===== src/rtl/pipeline_hazard_ctrl.sv =====
// Stall/flush sequencer for the 5-stage pipeline: per-register clock enables,
// bubble selects, and saturating stall/flush counters for debug readout.
module pipeline_hazard_ctrl #(
  parameter int CntBits     = 16,
  parameter int RegAddrBits = 5
) (
  input  logic                   Clock,
  input  logic                   Reset,
  input  logic                   Tick,
  input  logic [RegAddrBits-1:0] id_rs1,
  input  logic [RegAddrBits-1:0] id_rs2,
  input  logic                   id_use_rs1,
  input  logic                   id_use_rs2,
  input  logic [RegAddrBits-1:0] ex_rd,
  input  logic                   ex_mem_read,
  input  logic                   ex_branch_taken,
  input  logic                   mem_req,
  input  logic                   mem_ready,
  input  logic                   halt_req,
  input  logic                   resume,
  input  logic                   cnt_clr,
  output logic                   pc_en,
  output logic                   if_id_en,
  output logic                   id_ex_en,
  output logic                   ex_mem_en,
  output logic                   mem_wb_en,
  output logic                   if_id_bubble,
  output logic                   id_ex_bubble,
  output logic                   mem_wb_bubble,
  output logic                   halted,
  output logic [CntBits-1:0]     stall_cnt,
  output logic [CntBits-1:0]     flush_cnt,
  output logic [1:0]             dbg_state
);

  typedef enum logic [1:0] {
    RUN      = 2'd0,
    MEM_WAIT = 2'd1,
    HALT     = 2'd2
  } state_t;

  state_t state_q, state_d;
  logic [CntBits-1:0] stall_cnt_q, stall_cnt_d;
  logic [CntBits-1:0] flush_cnt_q, flush_cnt_d;

  logic load_use, mem_stall, freeze, resolve, flush_hit, stall_hit, qual;
  logic pc_en_r, if_id_en_r, id_ex_en_r, ex_mem_en_r, mem_wb_en_r;
  logic if_id_bub_r, id_ex_bub_r, mem_wb_bub_r;

  assign load_use = ex_mem_read & (ex_rd != '0) &
                    ((id_use_rs1 & (ex_rd == id_rs1)) | (id_use_rs2 & (ex_rd == id_rs2)));
  assign mem_stall = mem_req & ~mem_ready;

  always_comb begin
    state_d      = state_q;
    freeze       = 1'b0;
    resolve      = 1'b0;
    flush_hit    = 1'b0;
    pc_en_r      = 1'b0;
    if_id_en_r   = 1'b0;
    id_ex_en_r   = 1'b0;
    ex_mem_en_r  = 1'b0;
    mem_wb_en_r  = 1'b0;
    if_id_bub_r  = 1'b0;
    id_ex_bub_r  = 1'b0;
    mem_wb_bub_r = 1'b0;

    case (state_q)
      RUN: begin
        if (halt_req) begin
          state_d = HALT;
        end else if (mem_stall) begin
          freeze  = 1'b1;
          state_d = MEM_WAIT;
        end else begin
          resolve = 1'b1;
        end
      end
      MEM_WAIT: begin
        if (!mem_ready) begin
          freeze = 1'b1;
        end else begin
          resolve = 1'b1;
          state_d = RUN;
        end
      end
      HALT: begin
        if (resume) state_d = RUN;
      end
      default: state_d = RUN;
    endcase

    // Freeze: only MEM/WB advances, taking a bubble while the load is pending.
    if (freeze) begin
      mem_wb_en_r  = 1'b1;
      mem_wb_bub_r = 1'b1;
    end

    // A taken branch squashes the ID instruction, so its load-use is moot.
    if (resolve) begin
      {pc_en_r, if_id_en_r, id_ex_en_r, ex_mem_en_r, mem_wb_en_r} = 5'b11111;
      if (ex_branch_taken) begin
        if_id_bub_r = 1'b1;
        id_ex_bub_r = 1'b1;
        flush_hit   = 1'b1;
      end else if (load_use) begin
        pc_en_r     = 1'b0;
        if_id_en_r  = 1'b0;
        id_ex_bub_r = 1'b1;
      end
    end
  end

  assign qual      = Tick & ~Reset;
  assign stall_hit = ~pc_en_r & (state_q != HALT);

  always_comb begin
    stall_cnt_d = stall_cnt_q;
    flush_cnt_d = flush_cnt_q;
    if (cnt_clr) begin
      stall_cnt_d = '0;
      flush_cnt_d = '0;
    end else begin
      if (stall_hit && (stall_cnt_q != '1)) stall_cnt_d = stall_cnt_q + 1'b1;
      if (flush_hit && (flush_cnt_q != '1)) flush_cnt_d = flush_cnt_q + 1'b1;
    end
  end

  always_ff @(posedge Clock or posedge Reset) begin
    if (Reset) begin
      state_q     <= RUN;
      stall_cnt_q <= '0;
      flush_cnt_q <= '0;
    end else if (Tick) begin
      state_q     <= state_d;
      stall_cnt_q <= stall_cnt_d;
      flush_cnt_q <= flush_cnt_d;
    end
  end

  assign pc_en         = pc_en_r & qual;
  assign if_id_en      = if_id_en_r & qual;
  assign id_ex_en      = id_ex_en_r & qual;
  assign ex_mem_en     = ex_mem_en_r & qual;
  assign mem_wb_en     = mem_wb_en_r & qual;
  assign if_id_bubble  = if_id_bub_r & qual;
  assign id_ex_bubble  = id_ex_bub_r & qual;
  assign mem_wb_bubble = mem_wb_bub_r & qual;
  assign halted        = (state_q == HALT);
  assign stall_cnt     = stall_cnt_q;
  assign flush_cnt     = flush_cnt_q;
  assign dbg_state     = state_q;

endmodule


===== config.mk =====
export PLATFORM = sky130hd
export DESIGN_NAME = pipeline_hazard_ctrl
export DESIGN_NICKNAME = d
export VERILOG_FILES = /design/src/rtl/pipeline_hazard_ctrl.sv
export SDC_FILE = /design/constraint.sdc
export NUM_CORES = 1
export LEC_CHECK = 0
export BUFFER_PORTS_ARGS = -buffer_cell sky130_fd_sc_hd__buf_2
export CAP_MARGIN = 20
export CORE_MARGIN = 5
export CORE_UTILIZATION = 46
export CTS_CLUSTER_DIAMETER = 200
export CTS_CLUSTER_SIZE = 12
export DETAILED_ROUTE_END_ITERATION = 8
export HOLD_SLACK_MARGIN = 0.12
export PLACE_DENSITY_LB_ADDON = 0.12
export SETUP_SLACK_MARGIN = 0.15
export SYNTH_ARGS = -nofsm -noshare
export SYNTH_HDL_FRONTEND = slang
export SYNTH_SLANG_ARGS = --single-unit

===== constraint.sdc =====
create_clock -name Clock -period 2 [get_ports Clock]
set_input_delay 0.1 -clock Clock [delete_from_list [all_inputs] [get_ports Clock]]
set_output_delay 0.1 -clock Clock [all_outputs]
set_load 0.03 [all_outputs]

==> results.tsv, run 1 <==
metric	value	unit
commonest cells after routing, fill and taps aside	buf_2 (68), buf_4 (31), nor2_1 (22), dfrtp_1 (22), nand2_1 (19)	
fraction of final layout cells sized beyond drive strength 1	46.4	%
width of the die	78.6	um
slew at the pin closest to its max-slew limit	463	ps
synthesized netlist net count	280	
Boundary Pins	70	
main flop type after synthesis	dfrtp_1	
clock-pin transition on the worst setup and hold timing paths	70	ps
area of the placeable core	4660	um^2
H-tree lvl count	2	
final critical-path share of the clock period	100	%
WP buf/inv	1	
Clk Tree Root Cell	clkbuf_8	
critical-path cell with the highest stage delay	or4_4	
number of diodes added for antenna fixing	0	
sum of routed wire length over all layers	6390	um
flip-flop and latch count after synthesis	34	
Post-synth EDFFs	0	
maximum fanout along the worst path	6	
Max Freq	0.498	GHz
vertical extent of the die	78.6	um
setup repair after global routing missed its margin	true	
routed wire length per instance	15.8	um
Max Cap Violations	0	
Post-Syn Area	2170	um^2
Vias per Instance	5.61	
Site Rows	25	
overall routing resource usage	21.3	%
remaining routing DRC violations	0	
critical path endpoint category	flip-flop	
area added between synthesis and finish	45.6	%
DR iter-0 viols	118	
failing checks	negative setup slack	
final setup violating endpoints	1	
Net count, final	379	
overall die area	6180	um^2
via total after detailed routing	2271	
number of unique standard cell types used by synthesis	45	
CTS buffer count	5	
final worst-path setup slack	-7.12	ps
Final Max Slew Viols	0	
total power per unit cell area	666	nW/um^2
leakage power figure	1.45	nW
Final Wtd Congestion	0.799	
wire length of the first global-routing pass	10500	um
number of hold violations in the final report	0	
Port-buffer cells	69	
minimum period implied by the final worst setup slack	2010	ps
largest net degree at the start of global routing	35	
share of synthesized flip-flops with an asynchronous set or reset	100	%
number of sinks handled by clock tree synthesis	34	
crit-path leading delay family	simple AND/OR/NAND/NOR gates	
maximum vdd ir drop	0.322	mV
synthesized netlist cell count	251	
sequential share of the synthesized area	39.3	%
initial antenna violation count	0	
most common cell after layout, fill and taps aside	buf_2	
TritonRoute pass-1 iters	4	
Filler Cell Count	388	
buffer depth of the longest clock path	2	
average instance area after synthesis	8.63	um^2
total grt overflow	0	
status	complete, but fails checks	
Clock Skew	8.33	ps
Synthesis Warnings	0	
Detailed Place HPWL	4590	um
vias in the first global route	2299	
Hold WC Path Type	input pin to flip-flop	
cell chain of the critical path	ha_4 > nand3_4 > nor2_4 > and3_4 > a21oi_4 > o21ai_4 > buf_6 > or4_4 > nand3_2	
CP startpoint kind	flip-flop	
final total negative setup slack	-7.12	ps
clock tree from TritonCTS	built	
Clk Latency, worst-skew pair	290	ps
remaining antenna violation count	0	
largest incremental delay on the critical path	470	ps
Max transition margin	69.0	%
required time worst endpoint	2230	ps
Total Power Consumption	2.10	mW
arrival time at the worst endpoint	2240	ps
starting density of the core	46.5	%
critical path class	flip-flop to flip-flop	
-- metrics by stage --
step	hold WS [ps]	worst slack, ps	area (um^2)	utilization (%)	std cells
6_report	130	-7.12	3150	67.7	405
5_1_grt	158	-67.3	3150	67.7	405
4_1_cts	129	31.6	3010	64.6	399
3_5_place_dp	264	-69.7	2840	60.9	385
3_3_place_gp	255	-1.17	2840	60.9	385
2_1_floorplan	44.6	22.4	2320	-	251
-- timing repair --
action | 4_1_cts | 5_1_grt
gates cloned | 1 | 0
endpoints found under the hold margin | 34 | 0
endpoints found under the setup margin | 21 | 23
pin swaps | 4 | 14
gates resized for setup | 6 | 19
buffers inserted | 4 | 6
hold buffers | 1 | 0
-- cell type report --
cell class | count | area, um^2 | area share, %
multi-input cells | 200 | 1490 | 47.4
flip-flops and latches | 34 | 866 | 27.5
repair buffers | 103 | 617 | 19.6
clock buffers | 6 | 72.6 | 2.30
well taps | 54 | 67.6 | 2.14
inverters | 6 | 26.3 | 0.833
clock inverters | 2 | 10.0 | 0.317
-- logic make-up after synthesis --
| family | after synthesis | synth area share [%] |
|---|---|---|
| xor gates and xnor gates | 21 | 8.49 |
| muxes | 1 | 0.520 |
| DFF | 34 | 39.3 |
| and+or+nand+nor | 128 | 30.4 |
| adders and majority gates | 2 | 1.16 |
| buffers and inverters | 18 | 4.16 |
| AOI/OAI and AO/OA | 47 | 16.0 |
-- final timing paths --
path                               from      endpoint  slack [ps]  cells past startpoint
hold reg to reg            flush_cnt[1]  flush_cnt[1]         540                      2
setup / recovery           stall_cnt[0]  stall_cnt[4]          -7                      9
setup reg to reg           stall_cnt[0]  stall_cnt[4]          -7                      9
min in group asynchronous         Reset  flush_cnt[8]         480                      4
max in group asynchronous         Reset  stall_cnt[6]        1170                      4
hold / removal                mem_ready  dbg_state[0]         130                      3
-- worst register-to-register path, cell delays in order (launching register included) --
cell	delay [ps]
dfrtp_2	430
ha_4	180
nand3_4	90
nor2_4	40
and3_4	180
a21oi_4	200
o21ai_4	130
buf_6	150
or4_4	470
nand3_2	80
-- cells in the mapped netlist, types with 3 or more instances --
cell type	count	area share, %
clkbuf_1	7	1.2
nor4_1	4	1.2
or3_1	3	0.87
xnor2_1	6	2.4
o21a_1	4	1.4
a21oi_1	7	1.6
nor3_1	9	2.1
and2_1	3	0.87
a41oi_1	3	1.2
xor2_1	15	6.1
o21ai_1	5	1.2
inv_1	4	0.69
nand3_1	20	4.6
dfrtp_1	34	39
nand4_1	9	2.6
nand2_1	19	3.3
o211ai_1	5	1.7
nand2b_1	9	2.6
and3_1	7	2.0
o311ai_1	5	2.0
nor2_1	29	5.0
nor2b_1	5	1.4
or4_1	6	2.1
-- sequential cells by signal, summed over array words and instances, names as in the netlist --
signal,cells
dbg_state,2
flush_cnt,16
stall_cnt,16
-- power by group --
group,internal [mW],switching [mW]
combinational,0.299,0.469
sequential,0.744,0.0815
clock,0.241,0.265
total,1.28,0.815
-- routing by layer --
metal	share of wire (%)	global-route usage [%]	routed length, um	vias up
li1	-	-	-	1114
met5	0	0	0	-
met2	51	37.1	3240	66
met3	5.6	4.13	357	10
met4	1.3	9.27	85	0
met1	42	25.5	2710	1081
(Power assumes the default switching activity.)
==> inputs of run 2 (changes only) <==
--- a/config.mk
+++ b/config.mk
@@ -12,9 +12,11 @@
 export CTS_CLUSTER_DIAMETER = 200
 export CTS_CLUSTER_SIZE = 12
 export DETAILED_ROUTE_END_ITERATION = 8
+export GPL_TIMING_DRIVEN = 0
 export HOLD_SLACK_MARGIN = 0.12
 export PLACE_DENSITY_LB_ADDON = 0.12
 export SETUP_SLACK_MARGIN = 0.15
+export SLEW_MARGIN = 20
 export SYNTH_ARGS = -nofsm -noshare
 export SYNTH_HDL_FRONTEND = slang
 export SYNTH_SLANG_ARGS = --single-unit
==> run 2 against run 1 <==
- the run now ends clean
- global-route usage shrank 1.0 points
- clock power shrank 3%
- combinational power shrank 3.4%
- fmax grew 2.8%
- worst hold slack gained 36 ps
- non-clock buffer count shrank 9
- sequential share of layout area grew 0.61 points
- clock-buffer cell count shrank 1
- total power shrank 2.1%
- register-to-register slack gained 60 ps
- sequential cell count is the same
- critical path type unchanged
- highest routed layer unchanged
==> results.tsv, run 2 (synthesis results as in run 1) <==
metric	value	unit	change
clock-pin transition on the worst setup and hold timing paths	70	ps	about the same
Port-buffer cells	68		-1.4%
fraction of power consumed by sequential logic	40.0	%	+0.7 points
remaining routing DRC violations	0		unchanged
Filler Cell Count	414		+6.7%
required time worst endpoint	2220	ps	about the same
number of hold violations in the final report	0		unchanged
Final Wtd Congestion	0.859		+7.5%
Final Max Slew Viols	0		unchanged
Max Freq	0.512	GHz	+2.8%
Setup Slack @ Placement	-82.1	ps	-12.4 ps
hold slack	167	ps	+36.4 ps
Max Cap Violations	0		unchanged
width of the die	78.6	um	unchanged
wire length of the first global-routing pass	10100	um	-3.9%
CP startpoint kind	flip-flop		
setup repair after global routing missed its margin	true		
largest net degree at the start of global routing	18		-49%
most common cell after layout, fill and taps aside	buf_2		
final cell utilization of the core	66.3	%	-1.4 points
DR iter-0 viols	80		-32%
remaining antenna violation count	0		unchanged
CTS buffer count	5		unchanged
Internal Pwr Total	1.25	mW	-2.5%
starting density of the core	46.5	%	unchanged
area added between synthesis and finish	42.6	%	
portion of total power attributed to combinational logic	36.1	%	-0.5 points
Hold WC Path Type	input pin to flip-flop		
clock network power share	23.9	%	-0.2 points
Detailed Place HPWL	4220	um	-8.1%
final worst-path setup slack	48.3	ps	+55.4 ps
Boundary Pins	70		unchanged
vertical extent of the die	78.6	um	unchanged
net switching power figure	0.804	mW	-1.4%
number of sinks handled by clock tree synthesis	34		unchanged
Net count, final	370		-2.4%
TritonRoute pass-1 iters	4		unchanged
overall die area	6180	um^2	unchanged
switching power share of the total	39.1	%	+0.26 points
Clk Tree Root Cell	clkbuf_8		
critical path endpoint category	flip-flop		
sum of routed wire length over all layers	6180	um	-3.3%
minimum period implied by the final worst setup slack	1950	ps	-55.4 ps
maximum fanout along the worst path	5		-1
vias in the first global route	2174		-5.4%
area of the placeable core	4660	um^2	unchanged
Clk Latency, worst-skew pair	290	ps	about the same
total power per unit cell area	666	nW/um^2	about the same
fraction of final layout cells sized beyond drive strength 1	45.2	%	-1.3 points
buffer depth of the longest clock path	2		unchanged
final critical-path share of the clock period	97.6	%	-2.8 points
critical path class	flip-flop to flip-flop		
via total after detailed routing	2235		-1.6%
arrival time at the worst endpoint	2170	ps	-70 ps
clock tree from TritonCTS	built		
leakage power figure	1.38	nW	-4.8%
commonest cells after routing, fill and taps aside	buf_2 (69), dfrtp_1 (21), nor2_1 (19)		
final setup violating endpoints	0		-1
status	finished, final reports clean		
Total Power Consumption	2.06	mW	-2.1%
initial antenna violation count	0		unchanged
Vias per Instance	5.66		+0.91%
Site Rows	25		unchanged
slew at the pin closest to its max-slew limit	833	ps	+370 ps
H-tree lvl count	2		unchanged
overall routing resource usage	20.3	%	-1.0 points
Clock Skew	7.15	ps	-1.18 ps
number of diodes added for antenna fixing	0		unchanged
total grt overflow	0		unchanged
Max transition margin	44.4	%	-25 points
routed wire length per instance	15.6	um	-0.84%
maximum vdd ir drop	0.300	mV	-6.7%
run 2: area by class of cell:
class | instances | area (um^2) | share of cell area [%]
well taps | 54 | 67.6 | 2.19
repair inverters | 1 | 5.00 | 0.162
clock buffers | 5 | 68.8 | 2.23
plain buffers | 12 | 71.3 | 2.31
inverters | 6 | 26.3 | 0.851
repair buffers | 82 | 453 | 14.7
clock inverters | 2 | 10.0 | 0.324
flip-flops and latches | 34 | 867 | 28.1
multi-input cells | 199 | 1520 | 49.2
run 2: final timing paths:
kind / startpoint / end / slack [ps] / cells past startpoint
setup / recovery: stall_cnt[0] / stall_cnt[4] / 50 / 9
min in group asynchronous: Reset / flush_cnt[15] / 500 / 3
hold reg to reg: flush_cnt[1] / flush_cnt[1] / 530 / 2
max in group asynchronous: Reset / stall_cnt[6] / 660 / 4
hold / removal: resume / dbg_state[1] / 170 / 4
setup reg to reg: stall_cnt[0] / stall_cnt[4] / 50 / 9
run 2: repair_timing:
action / CTS / global route
hold buffers: 3 / 0
cloned: 2 / 0
setup endpoints to repair: 27 / 47
buffers inserted: 5 / 5
pin swaps: 7 / 16
hold endpoints to repair: 35 / 0
resized for setup: 6 / 28
run 2: through the flow:
step | cell area [um^2] | cells | TNS [ps]
global route | 3090 | 395 | -34.5
floorplan | 2320 | 251 | 0
CTS | 2910 | 390 | 0
detailed placement | 2730 | 373 | -310
global placement | 2730 | 373 | -375
finish | 3090 | 395 | 0
run 2: critical path: stages (launching register included):
cell and delay, ps:
dfrtp_2 430, ha_4 170, nand3_4 100, nor2_4 50, and3_4 180, a21oi_4 170, o21ai_4 100, buf_6 150
or4_4 470, nand3_2 60
run 2: power groups by stage:
stage	clock (mW)	sequential, mW	combinational (mW)
2_1_floorplan	0	0.931	0.360
3_3_place_gp	0	0.834	0.640
3_5_place_dp	0	0.836	0.642
4_1_cts	0.507	0.820	0.693
5_1_grt	0.534	0.832	0.800
6_report	0.492	0.822	0.742
run 2: per-layer routing:
metal / global-route usage [%] / vias up / part of all wire, %
li1: - / 1096 / -
met5: 0 / - / 0
met2: 34.3 / 76 / 49
met4: 6.64 / 0 / 2.0
met3: 4.93 / 11 / 5.6
met1: 25.4 / 1052 / 43
